==> src/rtl/hazard_stall_controller.sv <==
// Hazard/stall controller for a 5-stage pipeline: operand forwarding selects,
// load-use and branch-in-ID stalls, and the syscall drain/release sequence.

module hazard_fwd_sel (
  input  logic [4:0] src,
  input  logic       src_used,
  input  logic [4:0] exe_wreg,
  input  logic       exe_rw,
  input  logic       exe_mr,
  input  logic [4:0] mem_wreg,
  input  logic       mem_rw,
  output logic       hit_exe,
  output logic       hit_mem,
  output logic [1:0] sel
);
  // r0 is hardwired to zero, so a write to it never forwards or stalls.
  assign hit_exe = src_used && exe_rw && (exe_wreg == src) && (src != 5'd0);
  assign hit_mem = src_used && mem_rw && (mem_wreg == src) && (src != 5'd0);

  always_comb begin
    sel = 2'd0;
    if (hit_exe && !exe_mr) sel = 2'd1;
    else if (hit_mem)       sel = 2'd2;
  end
endmodule

module hazard_stall_controller #(
  parameter int SYS_DRAIN_CYCLES = 4
) (
  input  logic        CLK,
  input  logic        RESET,
  input  logic [4:0]  ID_RegA,
  input  logic [4:0]  ID_RegB,
  input  logic        ID_UsesB,
  input  logic        ID_BranchJR,
  input  logic        ID_Syscall,
  input  logic [4:0]  EXE_WriteReg,
  input  logic        EXE_RegWrite,
  input  logic        EXE_MemRead,
  input  logic [4:0]  MEM_WriteReg,
  input  logic        MEM_RegWrite,
  input  logic        MEM_MemRead,
  output logic        Freeze_IF,
  output logic        Bubble_ID,
  output logic [1:0]  Sel_A,
  output logic [1:0]  Sel_B,
  output logic        SYS_Pulse,
  output logic [2:0]  State,
  output logic [31:0] Stall_Count
);
  localparam int NUM_SRC = 2;

  localparam logic [2:0] IDLE        = 3'd0;
  localparam logic [2:0] STALL       = 3'd1;
  localparam logic [2:0] SYS_DRAIN   = 3'd2;
  localparam logic [2:0] SYS_RELEASE = 3'd3;

  localparam logic [2:0] DRAIN_LOAD = 3'(SYS_DRAIN_CYCLES - 1);

  logic [NUM_SRC-1:0][4:0] src_reg;
  logic [NUM_SRC-1:0]      src_used;
  logic [NUM_SRC-1:0]      hit_exe;
  logic [NUM_SRC-1:0]      hit_mem;
  logic [NUM_SRC-1:0][1:0] sel;

  assign src_reg  = {ID_RegB, ID_RegA};
  assign src_used = {ID_UsesB, 1'b1};

  for (genvar i = 0; i < NUM_SRC; i++) begin : g_src
    hazard_fwd_sel u_fwd (
      .src      (src_reg[i]),
      .src_used (src_used[i]),
      .exe_wreg (EXE_WriteReg),
      .exe_rw   (EXE_RegWrite),
      .exe_mr   (EXE_MemRead),
      .mem_wreg (MEM_WriteReg),
      .mem_rw   (MEM_RegWrite),
      .hit_exe  (hit_exe[i]),
      .hit_mem  (hit_mem[i]),
      .sel      (sel[i])
    );
  end

  assign Sel_A = sel[0];
  assign Sel_B = sel[1];

  logic m_exe, m_mem;
  assign m_exe = |hit_exe;
  assign m_mem = |hit_mem;

  logic [1:0] hz;
  always_comb begin
    hz = 2'd0;
    if (ID_BranchJR && m_exe && EXE_MemRead)
      hz = 2'd2;
    else if ((m_exe && EXE_MemRead) || (ID_BranchJR && m_exe) ||
             (ID_BranchJR && m_mem && MEM_MemRead))
      hz = 2'd1;
  end

  logic [2:0] st, st_nxt;
  logic [2:0] cnt, cnt_nxt;
  logic       frz;

  always_comb begin
    st_nxt  = st;
    cnt_nxt = cnt;
    frz     = 1'b0;
    case (st)
      IDLE: begin
        if (hz != 2'd0) begin
          frz = 1'b1;
          if (hz == 2'd2) begin
            st_nxt  = STALL;
            cnt_nxt = 3'(hz) - 3'd1;
          end
        end else if (ID_Syscall) begin
          frz     = 1'b1;
          st_nxt  = SYS_DRAIN;
          cnt_nxt = DRAIN_LOAD;
        end
      end
      STALL: begin
        frz = 1'b1;
        if (cnt <= 3'd1) begin
          cnt_nxt = 3'd0;
          st_nxt  = IDLE;
        end else begin
          cnt_nxt = cnt - 3'd1;
        end
      end
      // Hazards are deliberately not looked at here; the drain runs to completion.
      SYS_DRAIN: begin
        frz = 1'b1;
        if (cnt <= 3'd1) begin
          cnt_nxt = 3'd0;
          st_nxt  = SYS_RELEASE;
        end else begin
          cnt_nxt = cnt - 3'd1;
        end
      end
      SYS_RELEASE: begin
        cnt_nxt = 3'd0;
        st_nxt  = IDLE;
      end
      default: begin
        cnt_nxt = 3'd0;
        st_nxt  = IDLE;
      end
    endcase
  end

  // Reset holds the state at IDLE, but a live hazard must not freeze the pipe.
  assign Freeze_IF = frz && !RESET;
  assign Bubble_ID = Freeze_IF;
  assign State     = st;

  // The pulse is set on the edge that loads cnt=2, so it lands in the
  // second-to-last freeze cycle of the drain.
  always_ff @(posedge CLK or posedge RESET) begin
    if (RESET) begin
      st          <= IDLE;
      cnt         <= 3'd0;
      SYS_Pulse   <= 1'b0;
      Stall_Count <= 32'd0;
    end else begin
      st        <= st_nxt;
      cnt       <= cnt_nxt;
      SYS_Pulse <= (st_nxt == SYS_DRAIN) && (cnt_nxt == 3'd2);
      if (Freeze_IF && (Stall_Count != 32'hFFFF_FFFF))
        Stall_Count <= Stall_Count + 32'd1;
    end
  end
endmodule
==> config.mk <==
export PLATFORM = sky130hd
export DESIGN_NAME = hazard_stall_controller
export DESIGN_NICKNAME = d
export VERILOG_FILES = /design/src/rtl/hazard_stall_controller.sv
export SDC_FILE = /design/constraint.sdc
export NUM_CORES = 1
export LEC_CHECK = 0
export ABC_AREA = 1
export ABC_CLOCK_PERIOD_IN_PS = 1900
export BUFFER_PORTS_ARGS = -buffer_cell sky130_fd_sc_hd__buf_2
export CORE_UTILIZATION = 49
export CTS_BUF_LIST = sky130_fd_sc_hd__clkbuf_8 sky130_fd_sc_hd__clkbuf_16
export CTS_CLUSTER_SIZE = 8
export DETAILED_ROUTE_END_ITERATION = 12
export PLACE_DENSITY = 0.77
export SLEW_MARGIN = 10
export SYNTH_ARGS = -nofsm -noshare
export SYNTH_HDL_FRONTEND = slang
export SYNTH_SLANG_ARGS = --single-unit
==> constraint.sdc <==
create_clock -name CLK -period 1.9 [get_ports CLK]
set_clock_uncertainty 0.1 [all_clocks]
set_input_delay 0.285 -clock CLK [delete_from_list [all_inputs] [get_ports CLK]]
set_output_delay 0.285 -clock CLK [all_outputs]
set_load 0.05 [all_outputs]
======== Word level (Yosys, flattened, before mapping) ========
Cells that the tools add are included.
storage, ports and cells
  register bits after elaboration ......... 39
  bits of input ports ..................... 29
  output and inout port bits .............. 42
  logic and storage cells ................. 69
operators by class
  $add $sub $neg .......................... 3
  order comparisons ....................... 1
  equal/unequal tests ..................... 10
  muxes and demuxes ....................... 20
  reductions and logical operators ........ 31
operator list
  cell                     number
  $add A32 B1 Y32 const B  1
  $ne A32 B32 Y1 const B   1
  $mux W3                  9
  $eq A5 B5 Y1             4
  $logic_and A1 B1 Y1      20
  $mux W2                  5
  $reduce_bool A5 Y1       2
  $eq A3 B2 Y1 const B     3
  $pmux W3 S3              1
  $pmux W3 S2              1
  $reduce_or A2 Y1         3
  $eq A3 B1 Y1 const B     1
  $le A3 B1 Y1 const B     1
  $logic_not A3 Y1         1
  $mux W1                  3
  $sub A2 B1 Y3 const B    1
  $sub A3 B1 Y3 const B    1
  $eq A2 B2 Y1 const B     1
  $logic_not A1 Y1         2
  $logic_or A1 B1 Y1       2
  $pmux W1 S2              1
  $reduce_bool A2 Y1       1

======== Depth between registers and ports, before layout ========
  word-level depth ........................ 15
  mapped depth ............................ 17
  depth with buffers taken out ............ 16

======== Hierarchy ========
From an unflattened synthesis, not the netlist that was laid out.
second synthesis, totals
  cells, all modules ...................... 508
  area total of the unflattened synthesis .. 3180.6 um2
modules (own cells, without submodules)
  module                   instances  cells an instance  area each (um2)  sequential area each (um2)
  hazard_stall_controller  1          394                2620.0           975.9
  hazard_fwd_sel           2          57                 280.3            0.0

======== Worst setup path before layout ========
No wires, ideal clock.
  kind .................................... in2reg
  start point ............................. input port RESET
  end point ............................... register Stall_Count[10]
  library setup time ...................... 118 ps
  arrival ................................. 2153 ps
  required time ........................... 1682 ps
  slack ................................... -471 ps
  stages on the path ...................... 10
  path buffers ............................ 2
  path through ............................ inv_1 > o21ai_0 > inv_1 > nand2_1 > inv_2 > nand2_2 > buf_6 > buf_6 > nand2_1 > nand2_1
on the way
  cells in the longest elaborated chain, start to end .. 3
RTL lines
  item                        RTL line  RTL
  from (decl)                 31        input logic RESET,
  $logic_not A1 Y1 (no line)  n/a
  $logic_and A1 B1 Y1         154       assign Freeze_IF = frz && !RESET;
  net Bubble_ID               44        output logic Bubble_ID,
  $logic_and A1 B1 Y1         170       if (Freeze_IF && (Stall_Count != 32'hFFFF_FFFF))
  to (signal assigned)        171       Stall_Count <= Stall_Count + 32'd1;
  to (decl)                   49        output logic [31:0] Stall_Count
The timed path passes the listed nets, and every way through them passes these cells.
A chain may end at the register's enable or synchronous reset.

======== Final worst setup path ========
  start point ............................. register Stall_Count[0]
  end point ............................... register Stall_Count[20]
on the way
  cells in the longest elaborated chain, start to end .. 2
  elaborated cells on any way between the ends .. 3
  classes of those cells .................. 1 x add/sub; 1 x eq/ne; 1 x reduce/logical
RTL lines
  item
  parallel branches: the longest is 2 deep, another holds $add A32 B1 Y32
Several ways; the timed one is not identified.

==> results by group <==
Job
  • Max-Cap Viols: 0

Yosys
  • Post-synth EDFFs: 0
  • Synth warnings: 0
  • Synth Flop Type: dfrtp_1
  • Yosys reg bits: 39
  • Syn_area_per_cell: 6.56 um2
  • Post-Syn Instances: 442
  • Yosys cell types: 29
  • Synthesized area: 2900 um2
  • Post-Syn Nets: 473
  • Fraction of registers with async set or reset after synthesis: 1.00
  • Sequential-to-total area share from yosys stat: 0.336

Setup path
  • Reg2Reg Setup Slack: -0.04 ns
  • Worst setup SP type: register
  • Critical Path Fanout Max: 3
  • WS Path Type: reg -> reg
  • Critical R2R Capture: Stall_Count[20]
  • Reg-to-Reg Start: Stall_Count[0]
  • Critical Path RT: 2.00 ns
  • Reg2reg path depth: 11
  • Setup crit end kind: register
  • CP arrival: 2.04 ns

Detailed routing
  • Via count: 3241
  • Routed length per instance: 13.7 um
  • Drt via density: 5.12
  • Final ANT Viol Nets: 0
  • Initial DRC count: 246
  • Drt first pass iters: 5
  • Detailed-route DRC error count: 0
  • Total Routed Length: 8.65 mm

Finish
  • Most frequent cells in the layout: nand2_1 (196), buf_2 (66), inv_1 (54)
  • Leading cell type in the layout, fill and taps excluded: nand2_1
  • Area growth syn-to-layout: 39.1%
  • Non-filler cells, final: 633
  • Multi-input logic area: 1820 um2
  • Share of layout cells above drive strength 1: 0.348
  • N_diodes: 0
  • Post-Route Utilization: 0.719
  • Storage cell area: 1010 um2
  • Filler cells: 452
  • Nets: 591

Clock network
  • Total CTS buffers: 5
  • Worst-path clk slew: 0.08 ns
  • CTS H-Tree Depth: 2
  • Root Buffer: clkbuf_8
  • Clk_lat worst skew: 0.30 ns
  • CTS tree: done
  • Longest Clk Path Bufs: 2
  • Clock Sinks: 39
  • Cts hold-fix bufs: 0

Placement
  • Dpl hpwl: 5.85 mm
  • Inst Count DP: 607
  • Number of port buffers: 70
  • GPL Wtd Cong: 0.939
  • Worst slack at placement: -0.0689 ns

Timing
  • Hold_ws: 0.0104 ns
  • Final hold vios: 0
  • Post-route minimum period: 1.94 ns
  • RSZ-0062 raised after global routing: true
  • Fmax: 0.517 GHz
  • Max-slew violations: 0
  • Final WS setup: -0.0356 ns
  • Tcrit/Tclk final: 1.02
  • # setup viols final: 10

Global routing
  • Tot GR Track Use: 0.257
  • Most Crowded Layer GR: met2
  • Pin count of the biggest net entering global routing: 40
  • Initial antenna violation count: 0
  • M1 GR Usage: 0.324
  • GR Util met2: 0.450
  • Vias in the first global route: 2861
  • Global-route wire length before repair: 12.7 mm
  • Gr ovfl total: 0
  • Met3 Usage GRT: 0.0471

Power and ir drop
  • Lkg Pwr: 0.00221 uW
  • Worst vdd ir: 0.000657 V
  • Power, Total: 2790 uW
  • Pwr dens: 693 nW/um2

Floorplanning
  • Initial Util: 0.517
  • # IOs: 71
  • Core area: 5610 um2
  • Die area: 6230 um2
  • DIE WIDTH: 78.9 um
  • Standard-cell rows: 27
  • Die height: 78.9 um

Outcome
  • Outcome: complete, but fails checks
  • Failing checks: setup timing

Worst hold path
  • Hold Path Class: in -> async
## layout make-up
| class | instances | area share |
|---|---|---|
| clock inverters | 2 | 0.00310 |
| well taps | 72 | 0.0223 |
| inverters | 60 | 0.0605 |
| flip-flops and latches | 39 | 0.249 |
| multi-input cells | 337 | 0.451 |
| repair buffers | 115 | 0.189 |
| repair inverters | 2 | 0.00434 |
| clock buffers | 6 | 0.0205 |
## how the worst max path moves through the flow
stage                               start              end  slack [ns]  cells after the start
after detailed placement   Stall_Count[0]  Stall_Count[15]       -0.07                     10
after global routing      Stall_Count[20]  Stall_Count[24]       -0.17                      9
after floorplan            Stall_Count[0]  Stall_Count[20]       -0.19                     11
after CTS                        State[1]        Freeze_IF       -0.01                      9
after global placement     Stall_Count[0]  Stall_Count[16]      -0.006                     10
final                      Stall_Count[0]  Stall_Count[20]       -0.04                     11
## power by group
part,leakage (uW),switching (uW),internal (uW)
clock network,0.0000526,310,292
registers,0.000497,101,918
logic,0.00166,742,430
total,0.00221,1150,1640
## layer usage
layer | part of all wire | routed length (um) | vias to the layer above
met5 | 0 | 0 | -
met4 | 0.034 | 296 | 0
met3 | 0.068 | 592 | 41
met2 | 0.48 | 4180 | 142
met1 | 0.41 | 3580 | 1473
li1 | - | - | 1585
## registers in the layout, summed over array words and instances, names as in the netlist
name / cells
State: 3
SYS_Pulse: 1
Stall_Count: 32
cnt: 3
## logic make-up (layout without fill, tap and decap cells)
logic type | count (synthesis) | count (layout) | share of synthesized area
other cells | 1 | 1 | 0.00129
fa+ha+maj | 2 | 2 | 0.00863
simple gates | 287 | 288 | 0.434
flops | 39 | 39 | 0.336
xor+xnor | 31 | 31 | 0.0936
buf+inv | 67 | 185 | 0.0988
compound gates | 15 | 15 | 0.0276
## cells in the mapped netlist (2+ instances only)
library cell	count	area [um2]
inv_1	57	214
nand3_1	16	80.1
nor2_2	4	25.0
or2_2	4	25.0
nor2_4	3	33.8
a21oi_1	5	25.0
nor3_1	10	50.1
inv_2	3	11.3
nor2_1	30	113
buf_6	3	33.8
nand2_1	199	747
nor4_1	4	25.0
a21boi_0	2	15.0
o21ai_0	7	35.0
nand4_1	6	37.5
dfrtp_1	39	976
nand2_2	2	12.5
buf_4	3	22.5
nand3_2	5	50.1
xor2_1	15	131
xnor2_1	16	140
ha_1	2	25.0
## stage by stage
step                      instance area, um2  setup TNS [ns]
final                                   4030          -0.159
after global routing                    4030           -4.41
after CTS                               3820         -0.0405
after global placement                  3610        -0.00932
after floorplan                         3000           -1.33
after detailed placement                3610          -0.769
## worst max-delay path, stage by stage (launching register included)
cell and delay, ns:
dfrtp_2 0.41, ha_4 0.16, nand3_4 0.09, nor2_4 0.12, nand3_4 0.11, nor2_4 0.15
nand2_4 0.09, nor3b_4 0.24, nand2_1 0.11, xor2_1 0.15, nand2_1 0.06, nand2_1 0.04
## timing repair
item / CTS / global route
endpoints found under the setup margin: 34 / 37
setup buffers: 7 / 7
cloned: 0 / 4
pin swaps: 5 / 12
gates resized for setup: 18 / 25
Note: power is estimated with default switching activity, not from simulation.
